### src/rtl/instr_encode_loader.sv
// Encodes symbolic instructions into 32-bit MIPS words and writes them to instruction memory.
// Optional feature: define LOADER_CHECKSUM_EN for a running XOR checksum of written words.
module instr_encode_loader #(
  parameter int ADDR_W = 10,
  parameter int CNT_W  = 10
) (
  input  logic              Clk,
  input  logic              Reset,
  input  logic              start,
  input  logic [ADDR_W-1:0] base_addr,
  input  logic [CNT_W-1:0]  count,
  input  logic              in_valid,
  output logic              in_ready,
  input  logic [4:0]        in_mnem,
  input  logic [4:0]        in_rs,
  input  logic [4:0]        in_rt,
  input  logic [4:0]        in_rd,
  input  logic [4:0]        in_shamt,
  input  logic [15:0]       in_imm,
  input  logic [25:0]       in_target,
  output logic              mem_we,
  output logic [ADDR_W-1:0] mem_addr,
  output logic [31:0]       mem_wdata,
  output logic              busy,
  output logic              done,
  output logic              err_illegal,
  output logic [31:0]       checksum
);

  typedef enum logic [1:0] {IDLE, RUN, FLUSH, DONE} state_t;

  state_t            state, state_nxt;
  logic [CNT_W-1:0]  remaining;
  logic [ADDR_W-1:0] addr_ptr;
  logic              accept;
  logic              load_start;
  logic              vld_p1;
  logic [ADDR_W-1:0] addr_p1;
  logic [31:0]       wdata_p1;
  logic              err_q;

  function automatic logic [31:0] encode(
    input logic [4:0]  mnem,
    input logic [4:0]  rs,
    input logic [4:0]  rt,
    input logic [4:0]  rd,
    input logic [4:0]  shamt,
    input logic [15:0] imm,
    input logic [25:0] target
  );
    logic [31:0] w;
    w = '0;
    case (mnem)
      5'd0:  w = {6'b000000, rs, rt, rd, 5'b0, 6'b100000};
      5'd1:  w = {6'b000000, rs, rt, rd, 5'b0, 6'b100010};
      5'd2:  w = {6'b000000, rs, rt, rd, 5'b0, 6'b100100};
      5'd3:  w = {6'b000000, rs, rt, rd, 5'b0, 6'b100101};
      5'd4:  w = {6'b000000, rs, rt, rd, 5'b0, 6'b100111};
      5'd5:  w = {6'b000000, rs, rt, rd, 5'b0, 6'b100110};
      5'd6:  w = {6'b000000, rs, rt, rd, 5'b0, 6'b101010};
      5'd7:  w = {6'b000000, 5'b0, rt, rd, shamt, 6'b000000};
      5'd8:  w = {6'b000000, 5'b0, rt, rd, shamt, 6'b000010};
      5'd9:  w = {6'b000000, rs, 15'b0, 6'b001000};
      5'd10: w = {6'b011100, rs, rt, rd, 5'b0, 6'b000010};
      5'd11: w = {6'b001000, rs, rt, imm};
      5'd12: w = {6'b001100, rs, rt, imm};
      5'd13: w = {6'b001101, rs, rt, imm};
      5'd14: w = {6'b001110, rs, rt, imm};
      5'd15: w = {6'b001010, rs, rt, imm};
      5'd16: w = {6'b100000, rs, rt, imm};
      5'd17: w = {6'b100001, rs, rt, imm};
      5'd18: w = {6'b100011, rs, rt, imm};
      5'd19: w = {6'b101000, rs, rt, imm};
      5'd20: w = {6'b101001, rs, rt, imm};
      5'd21: w = {6'b101011, rs, rt, imm};
      5'd22: w = {6'b000100, rs, rt, imm};
      5'd23: w = {6'b000101, rs, rt, imm};
      // REGIMM branches carry their sub-opcode in the rt slot
      5'd24: w = {6'b000001, rs, 5'b00001, imm};
      5'd25: w = {6'b000001, rs, 5'b00000, imm};
      5'd26: w = {6'b000111, rs, 5'b00000, imm};
      5'd27: w = {6'b000110, rs, 5'b00000, imm};
      5'd28: w = {6'b000010, target};
      5'd29: w = {6'b000011, target};
      default: w = '0;
    endcase
    return w;
  endfunction

  assign in_ready   = (state == RUN);
  assign accept     = in_valid && (state == RUN);
  assign load_start = start && (state == IDLE);
  assign busy       = (state != IDLE);
  assign done       = (state == DONE);

  always_comb begin
    state_nxt = state;
    case (state)
      IDLE:    if (start) state_nxt = (count == '0) ? DONE : RUN;
      RUN:     if (in_valid && remaining == CNT_W'(1)) state_nxt = FLUSH;
      FLUSH:   state_nxt = DONE;
      DONE:    state_nxt = IDLE;
      default: state_nxt = IDLE;
    endcase
  end

  // Stage p0 -> p1: accepted beat becomes a registered memory write
  always_ff @(posedge Clk) begin
    if (Reset) begin
      state     <= IDLE;
      remaining <= '0;
      addr_ptr  <= '0;
      err_q     <= 1'b0;
      vld_p1    <= 1'b0;
      addr_p1   <= '0;
      wdata_p1  <= '0;
    end else begin
      state  <= state_nxt;
      vld_p1 <= accept;
      if (load_start) begin
        remaining <= count;
        addr_ptr  <= base_addr;
        err_q     <= 1'b0;
      end
      if (accept) begin
        remaining <= remaining - CNT_W'(1);
        addr_ptr  <= addr_ptr + ADDR_W'(1);
        addr_p1   <= addr_ptr;
        wdata_p1  <= encode(in_mnem, in_rs, in_rt, in_rd, in_shamt, in_imm, in_target);
        if (in_mnem >= 5'd30) err_q <= 1'b1;
      end
    end
  end

  assign mem_we      = vld_p1;
  assign mem_addr    = addr_p1;
  assign mem_wdata   = wdata_p1;
  assign err_illegal = err_q;

`ifdef LOADER_CHECKSUM_EN
  logic [31:0] csum_p2;

  always_ff @(posedge Clk) begin
    if (Reset) begin
      csum_p2 <= '0;
    end else if (load_start) begin
      csum_p2 <= '0;
    end else if (vld_p1) begin
      csum_p2 <= csum_p2 ^ wdata_p1;
    end
  end

  assign checksum = csum_p2;
`else
  assign checksum = '0;
`endif

endmodule
### config.mk
export PLATFORM = sky130hd
export DESIGN_NAME = instr_encode_loader
export DESIGN_NICKNAME = d
export VERILOG_FILES = /design/src/rtl/instr_encode_loader.sv
export SDC_FILE = /design/constraint.sdc
export NUM_CORES = 1
export LEC_CHECK = 0
export ABC_AREA = 1
export CAP_MARGIN = 10
export CORE_MARGIN = 5
export CORE_UTILIZATION = 39
export CTS_CLUSTER_SIZE = 12
export DETAILED_ROUTE_END_ITERATION = 12
export PLACE_DENSITY = 0.9
export SLEW_MARGIN = 10
export SYNTH_ARGS = -nofsm -noshare
export SYNTH_HDL_FRONTEND = slang
export SYNTH_SLANG_ARGS = --single-unit
export TNS_END_PERCENT = 100
### constraint.sdc
create_clock -name Clk -period 1.54 [get_ports Clk]
set_input_delay 0.154 -clock Clk [delete_from_list [all_inputs] [get_ports Clk]]
set_output_delay 0.154 -clock Clk [all_outputs]
set_load 0.02 [all_outputs]
## Word-level counts from Yosys, hierarchy flattened

Cells that the tools add are included.

| cells by class | value |
|---|---|
| magnitude comparators | 1 |
| mux-type cells | 12 |
| reductions and logical operators | 9 |
| equality and inequality tests | 35 |
| add/subtract/negate cells | 2 |

Operators with widths:

| cell | number |
|---|---|
| $pmux W32 S30 | 1 |
| $eq A5 B5 Y1 const B | 14 |
| $eq A5 B4 Y1 const B | 8 |
| $mux W10 | 4 |
| $eq A5 B3 Y1 const B | 4 |
| $add A10 B1 Y10 const B | 1 |
| $eq A10 B1 Y1 const B | 1 |
| $eq A5 B2 Y1 const B | 2 |
| $logic_not A10 Y1 | 1 |
| $sub A10 B1 Y10 const B | 1 |
| $pmux W2 S4 | 1 |
| $mux W2 | 3 |
| $eq A5 B1 Y1 const B | 1 |
| $ge A5 B5 Y1 const B | 1 |
| $logic_not A5 Y1 | 1 |
| $eq A2 B2 Y1 const B | 2 |
| $reduce_bool A2 Y1 | 2 |
| $logic_and A1 B1 Y1 | 3 |
| $mux W1 | 3 |
| $eq A2 B1 Y1 const B | 1 |
| $logic_not A2 Y1 | 1 |
| $ne A2 B1 Y1 const B | 1 |
| $ne A2 B2 Y1 const B | 1 |
| $reduce_and A2 Y1 | 1 |

| storage, ports and cells | value |
|---|---|
| bits in registers | 66 |
| word-level logic and storage cells | 66 |
| output and inout port bits | 79 |

## Logic depth before layout (Yosys ltp)

| depth | value |
|---|---|
| depth in word-level cells | 5 |
| mapped depth | 12 |
| depth with buffers taken out | 10 |

## Least setup slack after synthesis

No wires, ideal clock.

| path | value |
|---|---|
| path kind | flip-flop to flip-flop |
| from | reg state[1] |
| to | reg wdata_p1[13] (netlist: mem_wdata[13]) |
| setup time | 0.068 ns |
| period minus slack after synthesis | 1.720 ns |
| slack | -0.180 ns |
| stages on the path, launching flop included | 8 |
| data required time | 1.472 ns |
| arrival time | 1.652 ns |
| cell sequence | dfxtp_1 -> inv_1 -> ha_1 -> nand2_1 -> clkbuf_1 -> clkbuf_1 -> nand2_1 -> a21oi_2 |

| on the way | value |
|---|---|
| cells in the longest elaborated chain, start to end | 2 |

Ends and longest elaborated chain:

| element | RTL line | RTL |
|---|---|---|
| from (decl) | 32 | `state_t state, state_nxt;` |
| from (signal assigned) | 118 | `state <= state_nxt;` |
| $eq A2 B1 Y1 | n/a |  |
| named net in_ready | 13 | `output logic in_ready,` |
| $logic_and A1 B1 Y1 | 91 | `assign accept = in_valid && (state == RUN);` |
| to (signal assigned) | 129 | `wdata_p1 <= encode(in_mnem, in_rs, in_rt, in_rd, in_shamt, in_imm, in_target);` |
| to (decl) | 39 | `logic [31:0] wdata_p1;` |

The timed path passes the listed nets, and every way through them passes these cells.
A chain may end at the register's enable or synchronous reset.

## Final worst setup path

| path | value |
|---|---|
| from | reg addr_p1[2] (netlist: mem_addr[2]) |
| to | out mem_addr[2] |

RTL lines:

| element | RTL line | RTL |
|---|---|---|
| from (decl) | 38 | `logic [ADDR_W-1:0] addr_p1;` |
| from (signal assigned) | 128 | `addr_p1 <= addr_ptr;` |
| to (decl) | 22 | `output logic [ADDR_W-1:0] mem_addr,` |

No word-level cell between the ends.

==> impl_metrics.xml <==
<?xml version="1.0" encoding="UTF-8"?>
<metrics>
  <group name="synthesis">
    <metric name="syn_area" unit="µm²">3870</metric>
    <metric name="synth_seq_area_share" unit="%">34.1</metric>
    <metric name="postSynth.asyncResetShare" unit="%">0</metric>
    <metric name="post_synth_num_cell_types" unit="">39</metric>
    <metric name="synthesis.instances" unit="">595</metric>
    <metric name="synth.ff_latch_count" unit="">66</metric>
    <metric name="synth-edff-count" unit="">0</metric>
    <metric name="synth_top_area_share" unit="%">34.1</metric>
    <metric name="avgSynthCellArea" unit="µm²">6.51</metric>
    <metric name="yosysTopAreaCell" unit="">sky130_fd_sc_hd__dfxtp_1</metric>
    <metric name="synth_flop_cell" unit="">sky130_fd_sc_hd__dfxtp_1</metric>
    <metric name="netlist_top_cells_area" unit="">sky130_fd_sc_hd__dfxtp_1, sky130_fd_sc_hd__nand2_1, sky130_fd_sc_hd__buf_4</metric>
    <metric name="synth-warning-count" unit="">0</metric>
  </group>
  <group name="hold_path">
    <metric name="min_path_type" unit="">in2reg</metric>
    <metric name="hp-start" unit="">Reset</metric>
  </group>
  <group name="worst_setup_path">
    <metric name="worst_setup_path_start_kind" unit="">flop</metric>
    <metric name="worstSetupPathType" unit="">reg2out</metric>
    <metric name="cpPeakStageDelay" unit="ns">0.61</metric>
    <metric name="path_cells" unit="">clkdlybuf4s50_1</metric>
    <metric name="critical_path.endpoint_type" unit="">output pin</metric>
    <metric name="cpMaxStageDelayCell" unit="">sky130_fd_sc_hd__clkdlybuf4s50_1</metric>
    <metric name="critPathLaunch" unit="">mem_addr[2]$_SDFFE_PP0P_</metric>
    <metric name="delay_heaviest_family_cp" unit="">buffers and inverters</metric>
    <metric name="worst_ep_required_time" unit="ns">1.39</metric>
    <metric name="max_fanout_on_critical_path" unit="">2</metric>
    <metric name="critPathBufInv" unit="">1</metric>
    <metric name="critical_path_arrival" unit="ns">1.31</metric>
    <metric name="beginning_of_the_worst_register_to_register_path" unit="">state[1]$_SDFFE_PP0P_</metric>
  </group>
  <group name="final_layout">
    <metric name="syn2layout_area_growth" unit="%">52.5</metric>
    <metric name="drive_above_1_share" unit="%">15.6</metric>
    <metric name="finished_cell_area" unit="µm²">5910</metric>
    <metric name="design.final.nets" unit="">876</metric>
    <metric name="final_core_util" unit="%">60.7</metric>
    <metric name="antenna_cell_count" unit="">0</metric>
    <metric name="layout.cells.most_common_list" unit="">sky130_fd_sc_hd__nand2_1, sky130_fd_sc_hd__clkdlybuf4s50_1, sky130_fd_sc_hd__dfxtp_1</metric>
    <metric name="layout.cells.most_common" unit="">sky130_fd_sc_hd__nand2_1</metric>
  </group>
  <group name="timing">
    <metric name="timing.final.crit_share" unit="%">94.7</metric>
    <metric name="setup_viol" unit="">0</metric>
    <metric name="fin_skew" unit="ns">0.0102</metric>
    <metric name="final-max-slew-violation-count" unit="">0</metric>
    <metric name="worst_slack_on_hold_paths" unit="ns">0.344</metric>
    <metric name="min_period" unit="ns">1.46</metric>
    <metric name="fmax" unit="MHz">685</metric>
    <metric name="worst_slew_pin_slew" unit="ns">0.526</metric>
    <metric name="worst_case_headroom_to_the_max_slew_limit" unit="%">65.0</metric>
    <metric name="rsz0062_at_grt" unit="">true</metric>
    <metric name="timing.final.hold_violations" unit="">0</metric>
  </group>
  <group name="grt">
    <metric name="grt-ovfl-total" unit="">0</metric>
    <metric name="grt_antenna_before_repair" unit="">0</metric>
    <metric name="maximum_number_of_pins_on_one_net_before_global_route_repair" unit="">44</metric>
    <metric name="grt_pass1_wl" unit="mm">19.3</metric>
    <metric name="globalRouteTotalUtil" unit="%">20.4</metric>
    <metric name="first_global_vias" unit="">4137</metric>
  </group>
  <group name="power">
    <metric name="max-vdd-ir-drop" unit="mV">0.674</metric>
    <metric name="power_density" unit="nW/µm²">1160</metric>
    <metric name="total_leakage_power" unit="µW">0.00263</metric>
    <metric name="totalPowerFinal" unit="µW">6840</metric>
  </group>
  <group name="floorplan">
    <metric name="die_height" unit="µm">110</metric>
    <metric name="initial_util" unit="%">39.8</metric>
    <metric name="die-area" unit="µm²">12000</metric>
    <metric name="placeableCoreArea" unit="µm²">9730</metric>
    <metric name="die_w" unit="µm">110</metric>
    <metric name="io-pin-count" unit="">170</metric>
    <metric name="placement_rows" unit="">36</metric>
  </group>
  <group name="clock_network">
    <metric name="cts_bufs_inserted" unit="">9</metric>
    <metric name="clk_path_buf_depth" unit="">2</metric>
    <metric name="htree_num_levels" unit="">3</metric>
    <metric name="cts_tree" unit="">built</metric>
    <metric name="clkSlewWorstSetupHoldPaths" unit="ns">0.08</metric>
    <metric name="numClockSinks" unit="">66</metric>
    <metric name="worstSkewPairLatency" unit="ns">0.34</metric>
    <metric name="cts.root.buffer_cell" unit="">sky130_fd_sc_hd__clkbuf_8</metric>
  </group>
  <group name="status">
    <metric name="run_status" unit="">complete, no violations</metric>
  </group>
  <group name="route">
    <metric name="drtAntennaViolNets" unit="">0</metric>
    <metric name="drt-initial-drc-count" unit="">275</metric>
    <metric name="first_pass_iters" unit="">5</metric>
    <metric name="overall_via_count_from_detail_route" unit="">4461</metric>
    <metric name="totalWireLength" unit="mm">12.9</metric>
    <metric name="post_drt_wl_per_cell" unit="µm">14.1</metric>
    <metric name="drt_drc_violations_left" unit="">0</metric>
    <metric name="avgViaCountPerCell" unit="">4.88</metric>
  </group>
  <group name="place">
    <metric name="place_hpwl" unit="mm">9.78</metric>
    <metric name="gp_congestion" unit="">0.936</metric>
    <metric name="place.port_buffers" unit="">137</metric>
    <metric name="place_area" unit="µm²">5620</metric>
  </group>
  <group name="flow_run">
    <metric name="drv_cap" unit="">0</metric>
  </group>
</metrics>
==> cells in the mapped netlist, drive strengths merged, types with 3 or more instances <==
master,instances
nand2,212
dfxtp,66
nor2,58
a21oi,46
nand3,41
buf,40
inv,39
o21ai,31
clkbuf,15
ha,8
o211ai,7
a31oi,5
nand4,4
nor3,4
o22ai,3
==> tightest hold or removal path, stage by stage <==
cell,delay (ns)
sky130_fd_sc_hd__buf_2,0.09
sky130_fd_sc_hd__inv_1,0.22
sky130_fd_sc_hd__nand2_1,0.15
sky130_fd_sc_hd__inv_1,0.03
==> flip-flops by register name, indices dropped and copies added, names as in the netlist <==
register / count
addr_ptr: 10
err_illegal: 1
mem_addr: 10
mem_wdata: 32
mem_we: 1
remaining: 10
state: 2
==> per-layer routing <==
layer	vias to the layer above	share of wire [%]	wire [µm]	track usage (%)
li1	2229	-	-	-
met1	1996	40	5110	24.0
met2	207	48	6170	35.7
met5	-	0	0	0
met3	29	10	1330	5.52
met4	0	2.2	286	6.77
==> path summary, 6_finish.rpt <==
path	slack (ns)	cells after the start	end
worst max-delay path	0.08	1	mem_addr[2]
worst min-delay path	0.34	4	remaining[1]$_SDFFE_PP0P_
worst max register to register	0.10	10	addr_ptr[6]$_SDFFE_PP0P_
worst min register to register	0.46	2	mem_addr[0]$_SDFFE_PP0P_
==> final cells by class <==
type / count / area [µm²]
repair buffers: 195 / 1820
flip-flops and latches: 66 / 1320
well taps: 133 / 166
multi-input cells: 465 / 2240
clock inverters: 5 / 78.8
fillers: 843 / 3820
inverters: 40 / 155
clock buffers: 11 / 131
==> logic make-up after synthesis <==
family | synth area share [%]
AO/OA/AOI/OAI | 14.9
XOR/XNOR | 0.452
adder cells (fa/ha/maj) | 2.58
buffers and inverters | 12.7
flip-flops | 34.1
other | 0.0968
AND/OR/NAND/NOR | 35.2
==> repair_timing <==
action | in CTS | in global routing
gates resized for setup | 15 | 19
setup endpoints to repair | 36 | 53
setup buffers | 1 | 1
pin swaps | 0 | 4
hold buffers | 0 | 0
cloned | 0 | 1
endpoints found under the hold margin | 0 | 0
==> where the power goes <==
| group | leakage (µW) | switching [µW] | internal [µW] |
|---|---|---|---|
| registers | 0.000539 | 275 | 2060 |
| clock network | 0.000107 | 686 | 911 |
| logic | 0.00199 | 1640 | 1270 |
==> stage by stage <==
stage                     TNS, ns  setup WS, ns  instances
after floorplan                 0        0.0487        626
after global routing      -0.0570       -0.0201        915
final                           0        0.0810        915
after global placement      -9.26        -0.352        896
after detailed placement   -10.16        -0.381        896
after CTS                       0        0.0146        913
No activity file was read; power rests on OpenSTA's default activity.
